### src/rtl/game_pkg.sv
// Shared game-state definitions: scene layer codes, ground geometry and bird
// tilt thresholds, common to the game logic and the scene compositor.
package game_pkg;

  typedef enum logic [2:0] {
    LAYER_BG     = 3'd0,
    LAYER_GROUND = 3'd1,
    LAYER_BODY   = 3'd2,
    LAYER_CAP    = 3'd3,
    LAYER_BIRD   = 3'd4
  } layer_e;

  localparam int STRIPE    = 28;   // ground stripe period, equals the stage_shift wrap
  localparam int GROUND_X  = 104;  // px below this is ground
  localparam int TILT_UP   = 10;   // angle above this selects the nose-up sprite
  localparam int TILT_DOWN = -30;  // angle below this selects the nose-down sprite

endpackage

### src/rtl/box_hit.sv
// One registered range test: checks LO <= diff < LO+LEN on a 17-bit signed
// difference and returns the offset from LO, clipped to zero outside the window.
module box_hit #(
  parameter int LO    = 0,
  parameter int LEN   = 1,
  parameter int OFF_W = 8
) (
  input  logic               clk,
  input  logic signed [16:0] diff,
  output logic               hit,
  output logic [OFF_W-1:0]   off
);

  localparam logic signed [17:0] LO_S  = 18'(LO);
  localparam logic signed [17:0] LEN_S = 18'(LEN);

  logic signed [17:0] rel;
  logic               in_rng;

  // Offset from the window start and the half-open window test
  always_comb begin
    rel    = $signed({diff[16], diff}) - LO_S;
    in_rng = !rel[17] && (rel < LEN_S);
  end

  // Register the verdict together with its clipped offset
  always_ff @(posedge clk) begin
    hit <= in_rng;
    off <= in_rng ? rel[OFF_W-1:0] : '0;
  end

endmodule

### src/rtl/scene_compositor.sv
// Resolves which scene layer is visible at each requested pixel from a
// per-frame snapshot of the game state, and emits the layer-local sprite
// address. Fixed three-stage pipeline, one pixel per clock, no backpressure.
module scene_compositor
  import game_pkg::*;
#(
  parameter int SNAP_DELAY = 2,
  parameter int BIRD_SX    = 34,
  parameter int BIRD_SY    = 48,
  parameter int PIPE_W     = 104,
  parameter int PIPE_GAP   = 188,
  parameter int CAP_LEN    = 24
) (
  input  logic               clk,
  input  logic               rstn,
  input  logic               new_frame,
  input  logic signed [15:0] stage_shift,
  input  logic [1:0]         bird_status,
  input  logic signed [15:0] bird_pos_x,
  input  logic signed [15:0] bird_pos_y,
  input  logic signed [7:0]  bird_angle,
  input  logic signed [15:0] pipe1_pos_x,
  input  logic signed [15:0] pipe2_pos_x,
  input  logic signed [15:0] pipe3_pos_x,
  input  logic signed [15:0] pipe1_pos_y,
  input  logic signed [15:0] pipe2_pos_y,
  input  logic signed [15:0] pipe3_pos_y,
  input  logic               pix_valid,
  input  logic signed [15:0] pix_x,
  input  logic signed [15:0] pix_y,
  output logic               out_valid,
  output logic signed [15:0] out_x,
  output logic signed [15:0] out_y,
  output logic [2:0]         layer,
  output logic [15:0]        sprite_addr
);

  // The gap and both caps form one window per pipe, starting at the far cap.
  localparam int WIN_LEN = PIPE_GAP + 2 * CAP_LEN;
  localparam int WIN_W   = $clog2(WIN_LEN);
  localparam int WIN_LO  = -PIPE_GAP - CAP_LEN;
  localparam logic [WIN_W-1:0] GAP_LO = WIN_W'(CAP_LEN);
  localparam logic [WIN_W-1:0] GAP_HI = WIN_W'(CAP_LEN + PIPE_GAP);
  localparam logic signed [15:0] GROUND_X_S  = 16'(GROUND_X);
  localparam logic signed [16:0] STRIPE_S    = 17'(STRIPE);
  localparam logic signed [7:0]  TILT_UP_S   = 8'(TILT_UP);
  localparam logic signed [7:0]  TILT_DOWN_S = 8'(TILT_DOWN);
  // The counter holds the cycles left after the load cycle, so capture lands
  // exactly SNAP_DELAY cycles after new_frame.
  localparam int CNT_W    = (SNAP_DELAY > 1) ? $clog2(SNAP_DELAY) : 1;
  localparam int CNT_LOAD = (SNAP_DELAY > 0) ? SNAP_DELAY - 1 : 0;

  function automatic logic signed [16:0] sdiff(input logic signed [15:0] a,
                                               input logic signed [15:0] b);
    return $signed({a[15], a}) - $signed({b[15], b});
  endfunction

  function automatic logic [1:0] tilt_of(input logic signed [7:0] ang);
    if (ang > TILT_UP_S)        return 2'd2;
    else if (ang < TILT_DOWN_S) return 2'd0;
    else                        return 2'd1;
  endfunction

  // Bounded compare-and-subtract modulo; the sum stays within a few periods.
  function automatic logic [4:0] stripe_mod(input logic signed [16:0] s);
    logic signed [16:0] r;
    r = s;
    for (int k = 0; k < 5; k++) begin
      if (r[16])              r = r + STRIPE_S;
      else if (r >= STRIPE_S) r = r - STRIPE_S;
    end
    return r[4:0];
  endfunction

  logic [CNT_W-1:0]   snap_cnt;
  logic               snap_run, snap_en;
  logic signed [15:0] snap_shift, snap_bird_x, snap_bird_y;
  logic [1:0]         snap_status;
  logic signed [7:0]  snap_angle;
  logic signed [15:0] snap_pipe_x [3];
  logic signed [15:0] snap_pipe_y [3];

  // Capture strobe: immediate for a zero delay, otherwise when the count expires
  always_comb snap_en = new_frame ? (SNAP_DELAY == 0) : (snap_run && snap_cnt == '0);

  // Delay counter; a fresh new_frame always restarts the count
  always_ff @(posedge clk) begin
    if (!rstn) begin
      snap_run <= 1'b0;
      snap_cnt <= '0;
    end else if (new_frame) begin
      snap_run <= (SNAP_DELAY != 0);
      snap_cnt <= CNT_W'(CNT_LOAD);
    end else if (snap_run) begin
      if (snap_cnt == '0) snap_run <= 1'b0;
      else                snap_cnt <= snap_cnt - CNT_W'(1);
    end
  end

  // Frame snapshot of every game input
  always_ff @(posedge clk) begin
    if (!rstn) begin
      snap_shift  <= '0;
      snap_status <= '0;
      snap_bird_x <= '0;
      snap_bird_y <= '0;
      snap_angle  <= '0;
      for (int i = 0; i < 3; i++) begin
        snap_pipe_x[i] <= '0;
        snap_pipe_y[i] <= '0;
      end
    end else if (snap_en) begin
      snap_shift     <= stage_shift;
      snap_status    <= bird_status;
      snap_bird_x    <= bird_pos_x;
      snap_bird_y    <= bird_pos_y;
      snap_angle     <= bird_angle;
      snap_pipe_x[0] <= pipe1_pos_x;
      snap_pipe_x[1] <= pipe2_pos_x;
      snap_pipe_x[2] <= pipe3_pos_x;
      snap_pipe_y[0] <= pipe1_pos_y;
      snap_pipe_y[1] <= pipe2_pos_y;
      snap_pipe_y[2] <= pipe3_pos_y;
    end
  end

  logic               vld_p1, vld_p2;
  logic signed [15:0] px_p1, py_p1, px_p2, py_p2;
  logic signed [16:0] dx_b_p1, dy_b_p1, gsum_p1;
  logic signed [16:0] dx_p1 [3];
  logic signed [16:0] dy_p1 [3];
  logic [1:0]         status_p1, status_p2, tilt_p1, tilt_p2;
  logic [4:0]         phase_p2;
  logic               ground_p2;

  // Valid shift chain; reset empties the pipeline
  always_ff @(posedge clk) begin
    if (!rstn) begin
      vld_p1 <= 1'b0;
      vld_p2 <= 1'b0;
    end else begin
      vld_p1 <= pix_valid;
      vld_p2 <= vld_p1;
    end
  end

  // ---- stage 1: differences against the snapshot held this cycle ----
  always_ff @(posedge clk) begin
    px_p1     <= pix_x;
    py_p1     <= pix_y;
    dx_b_p1   <= sdiff(pix_x, snap_bird_x);
    dy_b_p1   <= sdiff(pix_y, snap_bird_y);
    for (int i = 0; i < 3; i++) begin
      dx_p1[i] <= sdiff(pix_x, snap_pipe_x[i]);
      dy_p1[i] <= sdiff(pix_y, snap_pipe_y[i]);
    end
    status_p1 <= snap_status;
    tilt_p1   <= tilt_of(snap_angle);
    gsum_p1   <= $signed({pix_y[15], pix_y}) + $signed({snap_shift[15], snap_shift});
  end

  // ---- stage 2: range tests ----
  logic                bird_x_hit_p2, bird_y_hit_p2;
  logic [5:0]          bird_x_off_p2, bird_y_off_p2;
  logic [2:0]          pin_hit_p2, win_hit_p2;
  logic [6:0]          pin_off_p2 [3];
  logic [WIN_W-1:0]    win_off_p2 [3];

  box_hit #(.LO(0), .LEN(BIRD_SX), .OFF_W(6)) u_bird_x (
    .clk(clk), .diff(dx_b_p1), .hit(bird_x_hit_p2), .off(bird_x_off_p2));
  box_hit #(.LO(0), .LEN(BIRD_SY), .OFF_W(6)) u_bird_y (
    .clk(clk), .diff(dy_b_p1), .hit(bird_y_hit_p2), .off(bird_y_off_p2));

  for (genvar g = 0; g < 3; g++) begin : g_pipe
    box_hit #(.LO(0), .LEN(PIPE_W), .OFF_W(7)) u_dy (
      .clk(clk), .diff(dy_p1[g]), .hit(pin_hit_p2[g]), .off(pin_off_p2[g]));
    box_hit #(.LO(WIN_LO), .LEN(WIN_LEN), .OFF_W(WIN_W)) u_dx (
      .clk(clk), .diff(dx_p1[g]), .hit(win_hit_p2[g]), .off(win_off_p2[g]));
  end

  // Side-band data travelling with the range tests
  always_ff @(posedge clk) begin
    px_p2     <= px_p1;
    py_p2     <= py_p1;
    status_p2 <= status_p1;
    tilt_p2   <= tilt_p1;
    phase_p2  <= stripe_mod(gsum_p1);
    ground_p2 <= (px_p1 < GROUND_X_S);
  end

  // ---- stage 3: layer priority and sprite address ----
  layer_e      layer_n;
  logic [15:0] addr_n;
  logic        cap_any, body_any;
  logic [6:0]  cap_dy, body_dy;
  logic [2:0]  gap_v, body_v, cap_v;

  // Bird over cap over body over ground; descending scan lets pipe 1 win ties
  always_comb begin
    layer_n  = LAYER_BG;
    addr_n   = '0;
    cap_any  = 1'b0;
    body_any = 1'b0;
    cap_dy   = '0;
    body_dy  = '0;
    gap_v    = '0;
    body_v   = '0;
    cap_v    = '0;
    for (int i = 2; i >= 0; i--) begin
      gap_v[i]  = win_hit_p2[i] && (win_off_p2[i] >= GAP_LO) && (win_off_p2[i] < GAP_HI);
      body_v[i] = pin_hit_p2[i] && !gap_v[i];
      cap_v[i]  = body_v[i] && win_hit_p2[i];
      if (cap_v[i]) begin
        cap_any = 1'b1;
        cap_dy  = pin_off_p2[i];
      end
      if (body_v[i]) begin
        body_any = 1'b1;
        body_dy  = pin_off_p2[i];
      end
    end
    if (bird_x_hit_p2 && bird_y_hit_p2) begin
      layer_n = LAYER_BIRD;
      addr_n  = {status_p2, tilt_p2, bird_x_off_p2, bird_y_off_p2};
    end else if (cap_any) begin
      layer_n = LAYER_CAP;
      addr_n  = {7'd0, 1'b1, 1'b0, cap_dy};
    end else if (body_any) begin
      layer_n = LAYER_BODY;
      addr_n  = {9'd0, body_dy};
    end else if (ground_p2) begin
      layer_n = LAYER_GROUND;
      addr_n  = {4'd0, px_p2[6:0], 5'd0} + {11'd0, phase_p2};
    end
  end

  // Output register; results hold across bubbles
  always_ff @(posedge clk) begin
    if (!rstn) begin
      out_valid   <= 1'b0;
      out_x       <= '0;
      out_y       <= '0;
      layer       <= '0;
      sprite_addr <= '0;
    end else begin
      out_valid <= vld_p2;
      if (vld_p2) begin
        out_x       <= px_p2;
        out_y       <= py_p2;
        layer       <= layer_n;
        sprite_addr <= addr_n;
      end
    end
  end

endmodule

### config.mk
export PLATFORM = sky130hd
export DESIGN_NAME = scene_compositor
export DESIGN_NICKNAME = d
export VERILOG_FILES = /design/src/rtl/game_pkg.sv /design/src/rtl/box_hit.sv /design/src/rtl/scene_compositor.sv
export SDC_FILE = /design/constraint.sdc
export NUM_CORES = 1
export LEC_CHECK = 0
export ABC_AREA = 1
export BUFFER_PORTS_ARGS = -buffer_cell sky130_fd_sc_hd__buf_2
export CELL_PAD_IN_SITES_DETAIL_PLACEMENT = 1
export CELL_PAD_IN_SITES_GLOBAL_PLACEMENT = 2
export CORE_ASPECT_RATIO = 1.75
export CORE_MARGIN = 1.5
export CORE_UTILIZATION = 33
export DETAILED_ROUTE_END_ITERATION = 6
export PLACE_DENSITY_LB_ADDON = 0.3
export SLEW_MARGIN = 10
export SYNTH_ARGS = -nofsm -noshare
export SYNTH_HDL_FRONTEND = slang
export SYNTH_SLANG_ARGS = --single-unit
### constraint.sdc
create_clock -name clk -period 15.84 [get_ports clk]
set_input_delay 3.168 -clock clk [delete_from_list [all_inputs] [get_ports clk]]
set_output_delay 3.168 -clock clk [all_outputs]
set_load 0.02 [all_outputs]
After elaboration in Yosys (flattened, before gate mapping)
Memories as Yosys holds them, arrays and structs flattened.
Cells that the tools add are included.
{ "word_totals": {"regBits": 308, "latchBits": 0, "ram_bits": 198, "mem_bits_ro": 0, "inputBits": 190, "output_inout_bits": 52, "n_memories": 4} }
{ "mem_list": {"columns": ["name", "depth", "width", "read_ports", "rd_clocked_by_memory_dff", "wr", "line", "text"], "rows": [
  ["dx_p1", 3, 17, 3, 0, 3, "scene_compositor.sv:130", "logic signed [16:0] dx_p1 [3];"],
  ["dy_p1", 3, 17, 3, 0, 3, "scene_compositor.sv:131", "logic signed [16:0] dy_p1 [3];"],
  ["snap_pipe_x", 3, 16, 3, 0, 3, "scene_compositor.sv:80", "logic signed [15:0] snap_pipe_x [3];"],
  ["snap_pipe_y", 3, 16, 3, 0, 3, "scene_compositor.sv:81", "logic signed [15:0] snap_pipe_y [3];"]
]} }
{ "classes": {"n_addsub": 24, "mul": 0, "div": 0, "order_cmp": 22, "eq_ne": 0, "n_shift": 0, "mux": 48, "n_bitwise": 7, "reduce_logical": 34} }
{ "op_table": {"columns": ["cell", "count"], "rows": [
  ["$mux W17", 8],
  ["$sub A16 B16 Y17", 8],
  ["$mux W16", 7],
  ["$ge A17 B6 Y1 const B", 5],
  ["$add A17 B6 Y17 const B", 4],
  ["$sub A17 B6 Y17 const B", 4],
  ["$lt A18 B9 Y1 const B", 3],
  ["$sub A17 B9 Y18 const B", 3],
  ["$lt A17 B8 Y1 const B", 3],
  ["$mux W7", 6],
  ["$mux W13", 3],
  ["$lt A17 B7 Y1 const B", 2],
  ["$ge A8 B5 Y1 const B", 3],
  ["$lt A8 B8 Y1 const B", 3],
  ["$logic_and A1 B1 Y1", 22],
  ["$mux W1", 19],
  ["$add A16 B16 Y17", 1],
  ["$lt A16 B8 Y1 const B", 1],
  ["$add A12 B5 Y13", 1],
  ["$logic_not A1 Y1", 11],
  ["$mux W5", 2],
  ["$gt A8 B5 Y1 const B", 1],
  ["$lt A8 B6 Y1 const B", 1],
  ["$or A1 B1 Y1", 6],
  ["other kinds (7)", 8]
]} }

Depth between registers and ports, before layout
Gate-level depths: netlist of run 1.
{ "logic_depth": {"ltp_word": 15, "ltp_mapped": 52, "mapped_depth_nobuf": 51} }

Modules after synthesis
Synthesis of run 1 repeated with hierarchy kept, for this count alone.
{ "unflattened": {"cells_unflattened": 3261, "area_unflattened_um2": 25739.7} }
{ "by_module_without_submodules": {"columns": ["mod", "instances", "cells_each", "area_per_inst_um2", "seq_area_each_um2"], "rows": [
  ["scene_compositor", 1, 2766, 22552.9, 9789.4],
  ["box_hit (g_pipe[0].u_dx ...)", 3, 106, 624.3, 180.2],
  ["box_hit (g_pipe[0].u_dy ...)", 3, 36, 270.3, 160.2],
  ["box_hit (u_bird_x)", 1, 35, 256.5, 140.1],
  ["box_hit (u_bird_y)", 1, 34, 246.5, 140.1]
]} }

Worst setup path after synthesis of run 1
OpenSTA, ideal clock, no wires.
{ "synth_timing": {"path_kind": "input port to flip-flop", "startpoint": "input port new_frame", "endpoint": "memory snap_pipe_x[0][0], enable pin", "setup_time_ns": 0.495, "t_arrival_ns": 6.737, "t_required_ns": 15.345, "slack_ns": 8.608, "path_stages": 4, "n_path_buf": 2, "cell_sequence": "nor3_1 -> or2_2 -> clkbuf_1 -> clkbuf_1"} }
{ "synth_lines": {"columns": ["item", "line", "text"], "rows": [
  ["start, declared", "scene_compositor.sv:16", "input logic new_frame,"],
  ["end, declared", "scene_compositor.sv:80", null]
]} }

Worst setup path after layout of run 1
{ "layout_timing": {"startpoint": "register gsum_p1[16]", "endpoint": "register phase_p2[4]"} }
{ "layout_between": {"elab_chain_cells": 15} }
{ "layout_rtl": {"columns": ["item", "line", "text"], "rows": [
  ["start, declared", "scene_compositor.sv:129", "logic signed [16:0] dx_b_p1, dy_b_p1, gsum_p1;"],
  ["start signal, assigned", "scene_compositor.sv:159", "gsum_p1 <= $signed({pix_y[15], pix_y}) + $signed({snap_shift[15], snap_shift});"],
  ["$sub A17 B6 Y17 or $ge A17 B6 Y1 (tied branches)", "scene_compositor.sv:70", "else if (r >= STRIPE_S) r = r - STRIPE_S;"],
  ["$mux W17", "scene_compositor.sv:70", null],
  ["$mux W17 (*)", "scene_compositor.sv:69", "if (r[16]) r = r + STRIPE_S;"],
  ["$sub A17 B6 Y17 or $ge A17 B6 Y1 (tied branches)", "scene_compositor.sv:70", null],
  ["$mux W17", "scene_compositor.sv:70", null],
  ["$mux W17 (*)", "scene_compositor.sv:69", null],
  ["$sub A17 B6 Y17 or $ge A17 B6 Y1 (tied branches)", "scene_compositor.sv:70", null],
  ["$mux W17", "scene_compositor.sv:70", null],
  ["$mux W17 (*)", "scene_compositor.sv:69", null],
  ["$sub A17 B6 Y17 or $ge A17 B6 Y1 (tied branches)", "scene_compositor.sv:70", null],
  ["$mux W17", "scene_compositor.sv:70", null],
  ["$mux W17 (*)", "scene_compositor.sv:69", null],
  ["$ge A17 B6 Y1 or $sub A5 B3 Y5 (tied branches)", "scene_compositor.sv:70", null],
  ["$mux W5", "scene_compositor.sv:70", null],
  ["$mux W5 (*)", "scene_compositor.sv:69", null],
  ["end signal, assigned", "scene_compositor.sv:187", "phase_p2 <= stripe_mod(gsum_p1);"],
  ["end, declared", "scene_compositor.sv:133", "logic [4:0] phase_p2;"]
]} }
Mark *: on every way between the ends. The rest lies on a longest branch, timed or not.
A chain may end at the register's enable or synchronous reset.

==> reports/results.tsv, run 1 <==
stage	metric	value	unit
outcome	status	finished clean	
job	max_cap viols	0	
sta	Hold Slack	327	ps
global_routing	total grt overflow	0	
worst_setup_path	startpoint types	flop	
logic_synthesis	Synth area leader	dfxtp_1	
die	io pins	242	
worst_setup_path	Worst Path Class, Setup	flop to flop	
logic_synthesis	Syn Inst Count	3038	
cts	# H-tree levels	2	
logic_synthesis	Post-synth EDFFs	96	
power	peak supply drop	0.0000797	V
power	Internal	0.00240	W
routing	drt pass-1 iters	4	
sta	final setup TNS	0	ps
global_routing	largest net degree at the start of global routing	80	
sta	fmax	133	MHz
place	routability cong.	0.893	
power	Clk network pwr share	35.2	%
power	Sw Pwr	0.00118	W
worst_setup_path	Worst EP arrival	8000	ps
sta	min cycle time layout	7510	ps
place	Final HPWL DP	70900	um
cells_and_area	layout overhead on the synthesized area	15.9	%
cts	post_cts resized	0	
routing	Iter 0 DRT Violations	651	
logic_synthesis	Synth area leaders	dfxtp_1 (32%), edfxtp_1 (12%), ha_1 (7.9%), inv_1 (7.9%), nand2_1 (6.5%)	
sta	final worst path period share	47.4	%
power	cell area power density	124	nW/um^2
cells_and_area	Nets	3639	
global_routing	initial antenna violation count	4	
logic_synthesis	fraction of registers with async set/reset	0	%
worst_setup_path	slowest CP cell	inv_1	
cts	CTS Buffer Depth	3	
sta	Slew headroom	28.4	%
global_routing	GRT Util Overall	22.8	%
routing	Final ANT Viol Nets	0	
hold_path	class of the worst hold path	flop to flop	
power	Gate power share	23.8	%
logic_synthesis	Post-Syn Area per Cell	8.17	um^2
worst_setup_path	critical path's most frequent cell	nand2_1	
cts	post-CTS setup buffers	0	
logic_synthesis	count leader, synth	inv_1	
worst_setup_path	slowest stage delay, CP	620	ps
routing	drt total wl	87300	um
cts	cts hold-fix bufs	0	
die	Die Area	76900	um^2
routing	via count	20955	
power	switching share of power	33.0	%
power	Sequential Power Share	41.0	%
die	initial core utilization	33.5	%
sta	Hold Violations, Final	0	
sta	clk_skew	23.0	ps
logic_synthesis	register area share after synthesis	43.7	%
routing	vias per cell	4.92	
routing	DR WL/cell	20.5	um
routing	drt drc	0	
logic_synthesis	post-synth cell types	64	
place	PortBufs	241	
cts	clk sink count	494	
cts	worst skew pair latency	620	ps
cts	Worst-path clk slew	60	ps
die	die width	210	um
logic_synthesis	Synth top area share	32.1	%
cts	TritonCTS Buffers	48	
global_routing	first-pass GRT wire length	132000	um
cts	CTS tree	built	
cts	CTS Root Cell	clkbuf_16	
cells_and_area	fillers	8939	
sta	RSZ-0062 raised after global routing	no	
die	die span in y	366	um
cells_and_area	share of cells above drive strength 1	13.6	%
logic_synthesis	top post-synthesis cells by count	inv_1 (523), nand2_1 (431), dfxtp_1 (398)	
sta	Final setup viols	0	
logic_synthesis	Post-Synthesis Cell Area	24800	um^2
sta	Worst-Margin Slew	1070	ps
power	Leak	13.6	nW
global_routing	vias in the first global route	22820	
worst_setup_path	worst path required time	16330	ps
worst_setup_path	Worst Path Max Fanout	22	
logic_synthesis	Top FF cell, synth	dfxtp_1	
die	Std-Cell Rows	132	
power	Design Power	0.00358	W
logic_synthesis	YS warnings	0	
logic_synthesis	Synthesized Nets	3394	
die	Core ar.	74200	um^2
sta	Slew Limit Fails	0	
logic_synthesis	synthesis-stage register bit count	494	
worst_setup_path	crit end category	flop	
## worst max-delay path, delay by kind of cell, from the launching register on
| kind | cells | cell delay, ps |
|---|---|---|
| compound gates | 2 | 240 |
| fa+ha+maj | 3 | 790 |
| buf+inv | 4 | 1350 |
| flops | 1 | 450 |
| simple gates | 33 | 4510 |
## kinds of logic after synthesis
family          share of synthesized area [%]
compound gates                           10.3
xor+xnor                                 6.35
flops                                    43.7
fa+ha+maj                                8.64
simple gates                             21.6
mux                                    0.0857
buf+inv                                  9.39
## through the flow
| stage | area, um^2 | std cells | worst slack, ps | utilization [%] |
|---|---|---|---|---|
| 2_1_floorplan | 24800 | 3038 | 8610 | - |
| 3_3_place_gp | 27000 | 4171 | 8530 | 36.5 |
| 3_5_place_dp | 27000 | 4171 | 8330 | 36.5 |
| 4_1_cts | 28800 | 4261 | 8280 | 38.8 |
| 5_1_grt | 28800 | 4261 | 7500 | 38.8 |
| 6_report | 28800 | 4263 | 8330 | 38.8 |
## placed cells by master (no fill, tap or decap), types with 15 or more instances in the layout
master and instances:
inv_1 523, dfxtp_1 398, o21ai_0 130, a21o_1 15
nand2_1 430, nor3_1 16, edfxtp_1 96, nand4_1 51
nor2_2 20, nor2_1 314, clkbuf_16 50, xor2_1 151
nand3_1 234, buf_2 241, inv_2 15, xnor2_1 29
a22o_1 37, a21oi_1 144, nand2_2 36, ha_1 157
## sequential cells by signal, indices dropped and copies added (netlist names), 17 cells and up
signal and count:
dy_p1 51, snap_pipe_x 48, snap_pipe_y 48, dx_p1 45, g_pipe.u_dy.off 21, g_pipe.u_dx.off 18, dx_b_p1 17, dy_b_p1 17
gsum_p1 17
## layout make-up
class                           count  area [um^2]  share of cell area [%]
Antenna cell                        2         5.00                  0.0174
Clock buffer                       66         1360                    4.73
Clock inverter                     24          363                    1.26
Inverter                          546         2050                    7.13
Multi-Input combinational cell   1941        11700                    40.6
Sequential cell                   494        10900                    37.7
Tap cell                          938         1170                    4.08
Timing Repair Buffer              252         1290                    4.48
## layer usage
layer	routed length (um)	GRT usage, %	up-vias
met5	13	0	-
met4	5260	12.5	2
met3	2780	2.96	190
met2	48600	45.6	439
met1	30600	21.9	10020
li1	-	-	10304
## worst paths after layout
path                        from             endpoint  slack [ps]  depth (start not counted)
min             py_p1[8]$_DFF_P_     py_p2[8]$_DFF_P_         330                          0
min reg2reg     py_p1[8]$_DFF_P_     py_p2[8]$_DFF_P_         330                          0
max reg2reg  gsum_p1[16]$_DFF_P_  phase_p2[4]$_DFF_P_        8330                         42
max          gsum_p1[16]$_DFF_P_  phase_p2[4]$_DFF_P_        8330                         42
## power groups by stage
stage | registers, W | logic (W) | clock network (W)
finish | 0.00147 | 0.000850 | 0.00126
CTS | 0.00147 | 0.000860 | 0.00130
floorplan | 0.00146 | 0.000585 | 0
global route | 0.00148 | 0.000949 | 0.00135
detailed placement | 0.00150 | 0.000854 | 0
global placement | 0.00150 | 0.000847 | 0
No activity file was read; power rests on OpenSTA's default activity.
==> run 2, diff against run 1 <==
- ABC_AREA: 1 -> 0
- clock period: 15.84 -> 6.19 ns (I/O delays scaled with it)
==> run 2 against run 1 <==
Compared with the run above:
- the flow now finishes with violations (setup timing)
- synthesized cell count fell by 18%
- worst hold slack got worse by 2.8 ps
- final area is 10% higher
- fmax up 13%
- first-iteration DRC count down 7.1%
- global-route usage up 0.96 points
- wire length increased by 3.1%
- highest routed layer unchanged
==> reports/results.tsv, run 2 <==
stage	metric	value	unit	change
worst_setup_path	r2r startpoint	gsum_p1[14]$_DFF_P_		was gsum_p1[16]$_DFF_P_
worst_setup_path	worst path required time	6710	ps	was 16,330 ps
die	initial core utilization	33.3	%	was 33.5%
cells_and_area	max FFs per register	51		unchanged
logic_synthesis	YS warnings	0		unchanged
worst_setup_path	Worst Path Buf+Inv	6		was 4
outcome	failing checks	setup timing		
worst_setup_path	crit end category	flop		unchanged
die	Die Area	75100	um^2	was 76,900 um^2
logic_synthesis	count leader, synth	dfxtp_1		was inv_1
power	switching share of power	31.5	%	was 33.0%
worst_setup_path	Worst EP arrival	7140	ps	was 8000 ps
die	Core ar.	72800	um^2	was 74,200 um^2
cells_and_area	layout overhead on the synthesized area	31.1	%	was 15.9%
logic_synthesis	post-synth cell types	93		was 64
global_routing	largest net degree at the start of global routing	94		was 80
die	die span in y	362	um	was 366 um
power	Leak	14.0	nW	was 13.6 nW
cts	Worst-path clk slew	70	ps	was 60 ps
hold_path	class of the worst hold path	flop to flop		unchanged
die	io pins	242		unchanged
logic_synthesis	Top FF cell, synth	dfxtp_1		unchanged
routing	Iter 0 DRT Violations	605		was 651
global_routing	vias in the first global route	22847		was 22,820
routing	via count	20748		was 20,955
cts	# H-tree levels	2		unchanged
worst_setup_path	Setup crit end	phase_p2[4]$_DFF_P_		unchanged
cells_and_area	commonest non-fill, non-tap cells in the layout	dfxtp_1 (394), buf_4 (352), buf_2 (241), inv_1 (182), and2_1 (166)		was inv_1 (523), nand2_1 (430), dfxtp_1 (398), nor2_1 (314), buf_2 (241)
sta	Hold Violations, Final	0		unchanged
logic_synthesis	Post-synth EDFFs	96		unchanged
worst_setup_path	Worst setup startpoint	gsum_p1[14]$_DFF_P_		was gsum_p1[16]$_DFF_P_
cts	worst skew pair latency	610	ps	was 620 ps
sta	fmax	151	MHz	was 133 MHz
sta	post-route setup slack	-436	ps	was 8330 ps
logic_synthesis	adder-cell share of the synthesized area	8.85	%	was 8.64%
logic_synthesis	Synth area leaders	dfxtp_1 (33%), edfxtp_1 (12%), ha_1 (8.1%), and2_1 (4.3%), a21o_1 (3.9%)		was dfxtp_1 (32%), edfxtp_1 (12%), ha_1 (7.9%), inv_1 (7.9%), nand2_1 (6.5%)
worst_setup_path	slowest CP cell	or4_4		was inv_1
logic_synthesis	register area share after synthesis	44.8	%	was 43.7%
die	die width	208	um	was 210 um
sta	clk_skew	17.3	ps	was 23.0 ps
worst_setup_path	Worst Path Max Fanout	8		was 22
worst_setup_path	Top delay family on crit path	simple AND/OR/NAND/NOR gates		unchanged
sta	Slew headroom	35.1	%	was 28.4%
logic_synthesis	Synth Area in XOR/XNOR	5.06	%	was 6.35%
sta	RSZ-0062 raised after global routing	yes		was no
logic_synthesis	Synth top area share	32.9	%	was 32.1%
logic_synthesis	post-synthesis compound-gate area fraction	16.8	%	was 10.3%
worst_setup_path	startpoint types	flop		unchanged
logic_synthesis	top post-synthesis cells by count	dfxtp_1 (398), inv_1 (187), and2_1 (168)		was inv_1 (523), nand2_1 (431), dfxtp_1 (398)
logic_synthesis	Syn Inst Count	2488		was 3,038
cells_and_area	Largest Register	dy_p1		unchanged
power	Sw Pwr	0.00304	W	was 0.00118 W
place	PortBufs	241		unchanged
cells_and_area	fillers	8305		was 8,939
power	Sequential Power Share	38.7	%	was 41.0%
sta	Final setup viols	3		was 0
logic_synthesis	fraction of registers with async set/reset	0	%	unchanged
job	max_cap viols	0		unchanged
global_routing	first-pass GRT wire length	134000	um	was 132,000 um
sta	final worst path period share	107	%	was 47.4%
global_routing	GRT Util Overall	23.8	%	was 22.8%
routing	vias per cell	5.12		was 4.92
cts	TritonCTS Buffers	48		unchanged
worst_setup_path	critical path's most frequent cell	buf_4		was nand2_1
logic_synthesis	mux share of post-synthesis cell area	2.17	%	was 0.0857%
sta	Worst-Margin Slew	965	ps	was 1070 ps
worst_setup_path	Worst Reg2Reg Path Length in Cells	29		was 42
cts	CTS Root Cell	clkbuf_16		unchanged
routing	DR WL/cell	22.2	um	was 20.5 um
logic_synthesis	Post-Syn Area per Cell	9.74	um^2	was 8.17 um^2
cts	clk sink count	494		unchanged
logic_synthesis	Synthesized Nets	2844		was 3,394
die	Std-Cell Rows	131		was 132
logic_synthesis	Synth area leader	dfxtp_1		unchanged
cells_and_area	commonest non-fill, non-tap cell in the layout	dfxtp_1		was inv_1
cells_and_area	Largest regs	dy_p1: 51 flops, snap_pipe_x: 48 flops, snap_pipe_y: 48 flops		unchanged
place	pre-CTS WS	-1350	ps	was 8330 ps
routing	Final ANT Viol Nets	0		unchanged
power	Design Power	0.00964	W	was 0.00358 W
worst_setup_path	slowest stage delay, CP	580	ps	was 620 ps
cells_and_area	Nets	3436		was 3,639
cells_and_area	Final Util	43.7	%	was 38.8%
routing	drt total wl	90000	um	was 87,300 um
logic_synthesis	Post-Synthesis Cell Area	24200	um^2	was 24,800 um^2
sta	min cycle time layout	6630	ps	was 7510 ps
global_routing	initial antenna violation count	6		was 4
routing	drt drc	0		unchanged
routing	drt pass-1 iters	5		was 4
global_routing	total grt overflow	0		unchanged
worst_setup_path	Worst Path Class, Setup	flop to flop		unchanged
cts	CTS Buffer Depth	3		unchanged
place	routability cong.	0.968		was 0.893
logic_synthesis	synthesis-stage register bit count	494		unchanged
power	Clk network pwr share	31.9	%	was 35.2%
power	peak supply drop	0.000215	V	was 0.0000797 V
cells_and_area	share of cells above drive strength 1	28.1	%	was 13.6%
logic_synthesis	main combinational cell family by area after synthesis	simple AND/OR/NAND/NOR gates		unchanged
power	cell area power density	303	nW/um^2	was 124 nW/um^2
sta	Slew Limit Fails	0		unchanged
power	Gate power share	29.5	%	was 23.8%
outcome	status	finished, violations left		was finished clean
cts	CTS tree	built		unchanged
place	Final HPWL DP	74300	um	was 70,900 um
worst_setup_path	R2R Path End	phase_p2[4]$_DFF_P_		unchanged
worst_setup_path	internal reg-to-reg setup slack	-440	ps	was 8330 ps
power	Internal	0.00660	W	was 0.00240 W
logic_synthesis	Synth Area in Simple Gates	18.3	%	was 21.6%
sta	final setup TNS	-1160	ps	was 0 ps
worst_setup_path	Levels on crit path	29		was 42
-- run 2: cell types whose count changed in the layout (fill, tap and decap cells not counted), moves of 109 or more --
cell / before / now
a21o_1: 15 / 124
and2_1: 6 / 166
buf_4: 11 / 352
inv_1: 523 / 182
nand2_1: 430 / 126
nand3_1: 234 / 39
nor2_1: 314 / 136
-- run 2: metal layers --
metal | global-route usage, % | wire length (um) | vias to the layer above
li1 | - | - | 10012
met1 | 21.9 | 30900 | 10079
met2 | 47.9 | 49700 | 432
met3 | 3.10 | 2780 | 223
met4 | 15.5 | 6620 | 2
met5 | 0 | 11 | -
-- run 2: final cells by class --
cell class | count | area (um^2) | share of cell area, %
antenna | 2 | 5.00 | 0.0158
clock buffer | 70 | 1460 | 4.58
clock inverter | 19 | 221 | 0.697
inverter | 187 | 704 | 2.22
multi-input combinational | 1738 | 13200 | 41.7
sequential | 494 | 10900 | 34.2
tap | 931 | 1160 | 3.67
timing repair buffer | 611 | 4130 | 13.0
-- run 2: cells by family after synthesis --
family                   after synthesis
AND/OR/NAND/NOR                      797
multiplexers                          51
buffers and inverters                256
AO/OA/AOI/OAI                        584
flip-flops                           494
XOR/XNOR                             140
adder cells (fa/ha/maj)              166
-- run 2: power groups by stage --
stage | Combinational (W) | Sequential (W) | Clock [W]
floorplan | 0.00137 | 0.00373 | 0
global placement | 0.00257 | 0.00379 | 0
detailed placement | 0.00262 | 0.00380 | 0
CTS | 0.00274 | 0.00373 | 0.00316
global route | 0.00305 | 0.00376 | 0.00327
finish | 0.00284 | 0.00373 | 0.00307
-- run 2: how the worst min path moves through the flow --
stage	start	to	slack, ps	cells after the start
finish	py_p1[7]$_DFF_P_	py_p2[7]$_DFF_P_	320	0
global route	py_p1[7]$_DFF_P_	py_p2[7]$_DFF_P_	340	0
CTS	status_p1[0]$_DFF_P_	status_p2[0]$_DFF_P_	330	0
detailed placement	status_p1[0]$_DFF_P_	status_p2[0]$_DFF_P_	310	0
global placement	py_p1[14]$_DFF_P_	py_p2[14]$_DFF_P_	310	0
floorplan	px_p1[0]$_DFF_P_	px_p2[0]$_DFF_P_	310	0
-- run 2: through the flow --
| step | cell area [um^2] | hold slack (ps) | instances |
|---|---|---|---|
| finish | 31800 | 325 | 4052 |
| global route | 31800 | 336 | 4052 |
| CTS | 31400 | 329 | 4032 |
| detailed placement | 29200 | 314 | 3922 |
| global placement | 29200 | 311 | 3922 |
| floorplan | 24500 | 310 | 2488 |
-- run 2: what timing repair did --
action | 4_1_cts | 5_1_grt
hold buffers | 0 | 0
resized for setup | 70 | 57
buffers inserted | 21 | 19
hold endpoints to repair | 0 | 0
setup endpoints to repair | 3 | 3
pin swaps | 23 | 35
-- run 2: worst reg2reg max path: cells and delay by family (launching register included) --
family	cells	cell delay (ps)
AND/OR/NAND/NOR	14	3390
flip-flops	1	330
multiplexers	1	410
adder cells (fa/ha/maj)	1	190
AO/OA/AOI/OAI	6	1010
buffers and inverters	6	990
XOR/XNOR	1	200
==> run 3, diff against run 2 <==
- clock period: 6.19 -> 6.2 ns (I/O delays scaled with it)
==> run 3 against run 2 <==
Compared with the run above:
- the flow still finishes with violations (setup timing)
- flip-flop and latch count is the same
- core utilization is 0.68 points higher
- clock power rose by 2%
- sequential power is essentially flat
- critical endpoint is now phase_p2[2]$_DFF_P_
- highest routed layer unchanged
==> reports/results.tsv, run 3 (synthesis results as in run 2) <==
stage	metric	value	unit	change
sta	min cycle time layout	6400	ps	was 6630 ps
worst_setup_path	crit end category	flop		unchanged
die	Core ar.	72800	um^2	unchanged
cts	CTS Buffer Depth	3		unchanged
cells_and_area	Largest Register	dy_p1		unchanged
worst_setup_path	Worst EP arrival	6910	ps	was 7140 ps
cells_and_area	share of cells above drive strength 1	29.8	%	was 28.1%
routing	drt drc	0		unchanged
sta	clk_skew	14.4	ps	was 17.3 ps
routing	via count	21010		was 20,748
worst_setup_path	startpoint types	flop		unchanged
worst_setup_path	Worst Path Buf+Inv	4		was 6
outcome	status	finished, violations left		unchanged
worst_setup_path	worst path required time	6710	ps	about the same
sta	Slew headroom	18.2	%	was 35.1%
power	Design Power	0.00984	W	was 0.00964 W
sta	Slew Limit Fails	0		unchanged
global_routing	total grt overflow	0		unchanged
sta	final setup TNS	-566	ps	was -1160 ps
sta	fmax	156	MHz	was 151 MHz
routing	Iter 0 DRT Violations	720		was 605
routing	DR WL/cell	22.5	um	was 22.2 um
hold_path	class of the worst hold path	flop to flop		unchanged
cts	CTS tree	built		unchanged
place	Final HPWL DP	75800	um	was 74,300 um
cts	cts hold-fix bufs	0		unchanged
worst_setup_path	Worst Path Max Fanout	5		was 8
cts	worst skew pair latency	600	ps	was 610 ps
die	die width	208	um	unchanged
die	Std-Cell Rows	131		unchanged
worst_setup_path	slowest CP cell	or4_4		unchanged
sta	Final setup viols	3		unchanged
cts	clk sink count	494		unchanged
global_routing	largest net degree at the start of global routing	99		was 94
cells_and_area	fillers	8253		was 8,305
cells_and_area	register area	10900	um^2	about the same
cells_and_area	layout overhead on the synthesized area	33.1	%	was 31.1%
sta	Worst-Margin Slew	1220	ps	was 965 ps
global_routing	first-pass GRT wire length	137000	um	was 134,000 um
job	max_cap viols	0		unchanged
sta	RSZ-0062 raised after global routing	yes		unchanged
worst_setup_path	critical path's most frequent cell	buf_4		unchanged
routing	drt total wl	92100	um	was 90,000 um
cts	CTS Root Cell	clkbuf_16		unchanged
cells_and_area	Final Util	44.3	%	was 43.7%
die	initial core utilization	33.3	%	unchanged
routing	Final ANT Viol Nets	0		unchanged
worst_setup_path	slowest stage delay, CP	590	ps	was 580 ps
worst_setup_path	Worst Path Class, Setup	flop to flop		unchanged
cells_and_area	non-filler cells, final	4089		was 4,052
sta	Hold Violations, Final	0		unchanged
cts	TritonCTS Buffers	49		was 48
cells_and_area	max FFs per register	51		unchanged
worst_setup_path	Top delay family on crit path	simple AND/OR/NAND/NOR gates		unchanged
place	routability cong.	0.965		was 0.968
cells_and_area	commonest non-fill, non-tap cell in the layout	buf_4		was dfxtp_1
power	cell area power density	305	nW/um^2	was 303 nW/um^2
place	DP Cell Count	3937		was 3,922
global_routing	initial antenna violation count	5		was 6
sta	post-route setup slack	-202	ps	was -436 ps
place	pre-CTS WS	-1140	ps	was -1350 ps
power	peak supply drop	0.000224	V	was 0.000215 V
cts	Worst-path clk slew	70	ps	about the same
cts	# H-tree levels	2		unchanged
global_routing	GRT Util Overall	24.3	%	was 23.8%
place	PortBufs	241		unchanged
routing	drt pass-1 iters	5		unchanged
die	Die Area	75100	um^2	unchanged
cells_and_area	commonest non-fill, non-tap cells in the layout	buf_4 (389), dfxtp_1 (388), buf_2 (241), inv_1 (182), and2_1 (166)		was dfxtp_1 (394), buf_4 (352), buf_2 (241), inv_1 (182), and2_1 (166)
sta	final worst path period share	103	%	was 107%
cells_and_area	multi-input logic area	13400	um^2	was 13,200 um^2
cells_and_area	number of diodes	0		was 2
power	Leak	14.2	nW	was 14.0 nW
die	die span in y	362	um	unchanged
die	io pins	242		unchanged
global_routing	vias in the first global route	23029		was 22,847
cells_and_area	Largest regs	dy_p1: 51 flops, snap_pipe_x: 48 flops, snap_pipe_y: 48 flops		unchanged
outcome	failing checks	setup timing		unchanged
cells_and_area	Nets	3473		was 3,436
routing	vias per cell	5.14		was 5.12
## run 3: path summary, 6_finish.rpt
path,startpoint,end,slack [ps],cells past startpoint
worst max-delay path,gsum_p1[14]$_DFF_P_,phase_p2[2]$_DFF_P_,-200,25
worst min-delay path,py_p1[11]$_DFF_P_,py_p2[11]$_DFF_P_,320,0
worst max register to register,gsum_p1[14]$_DFF_P_,phase_p2[2]$_DFF_P_,-200,25
worst min register to register,py_p1[11]$_DFF_P_,py_p2[11]$_DFF_P_,320,0
## run 3: cell type report
| type | count | share of cell area, % |
|---|---|---|
| Inverter | 187 | 2.18 |
| Sequential cell | 494 | 33.7 |
| Multi-Input combinational cell | 1738 | 41.7 |
| Clock buffer | 67 | 4.56 |
| Tap cell | 931 | 3.61 |
| Clock inverter | 25 | 0.745 |
| Timing Repair Buffer | 647 | 13.6 |
## run 3: per-stage QoR
stage	area (um^2)	hold slack (ps)
5_1_grt	32300	327
3_5_place_dp	29200	313
4_1_cts	31900	328
3_3_place_gp	29200	311
2_1_floorplan	24500	310
6_report	32300	325
## run 3: worst reg2reg max path: stages, from the launching register on
cell       delay, ps
dfxtp_2          340
or4_4            590
nor2_4           150
a31oi_4          110
or4b_4           590
a31o_4           280
buf_4            140
nor4_4           210
buf_4            190
nand4_1          180
a311oi_4         480
or4_4            240
nor2_1            60
a211o_1          310
or3_4            430
nor4_4           220
buf_4            190
and3_4           230
xnor2_4           70
ha_2             190
and2_4           130
a311oi_2         270
o2111ai_2        150
nor4_4           250
buf_4            190
xnor2_1          120
## run 3: timing repair
item,CTS,global route
setup buffers,41,20
gates cloned,1,0
endpoints found under the setup margin,3,3
gates resized for setup,139,37
pin swaps,42,20
## run 3: where the power goes
part | switching, W | total, W | internal, W
registers | 0.000177 | 0.00372 | 0.00355
clock network | 0.00131 | 0.00312 | 0.00180
logic | 0.00164 | 0.00300 | 0.00136
## run 3: routing by layer
metal  vias up  part of all wire, %  GRT usage, %
li1      10096                    -             -
met3       213                  2.9          3.31
met4         4                  7.1          15.7
met1     10277                   34          22.1
met5         -                0.029             0
met2       420                   56          49.4
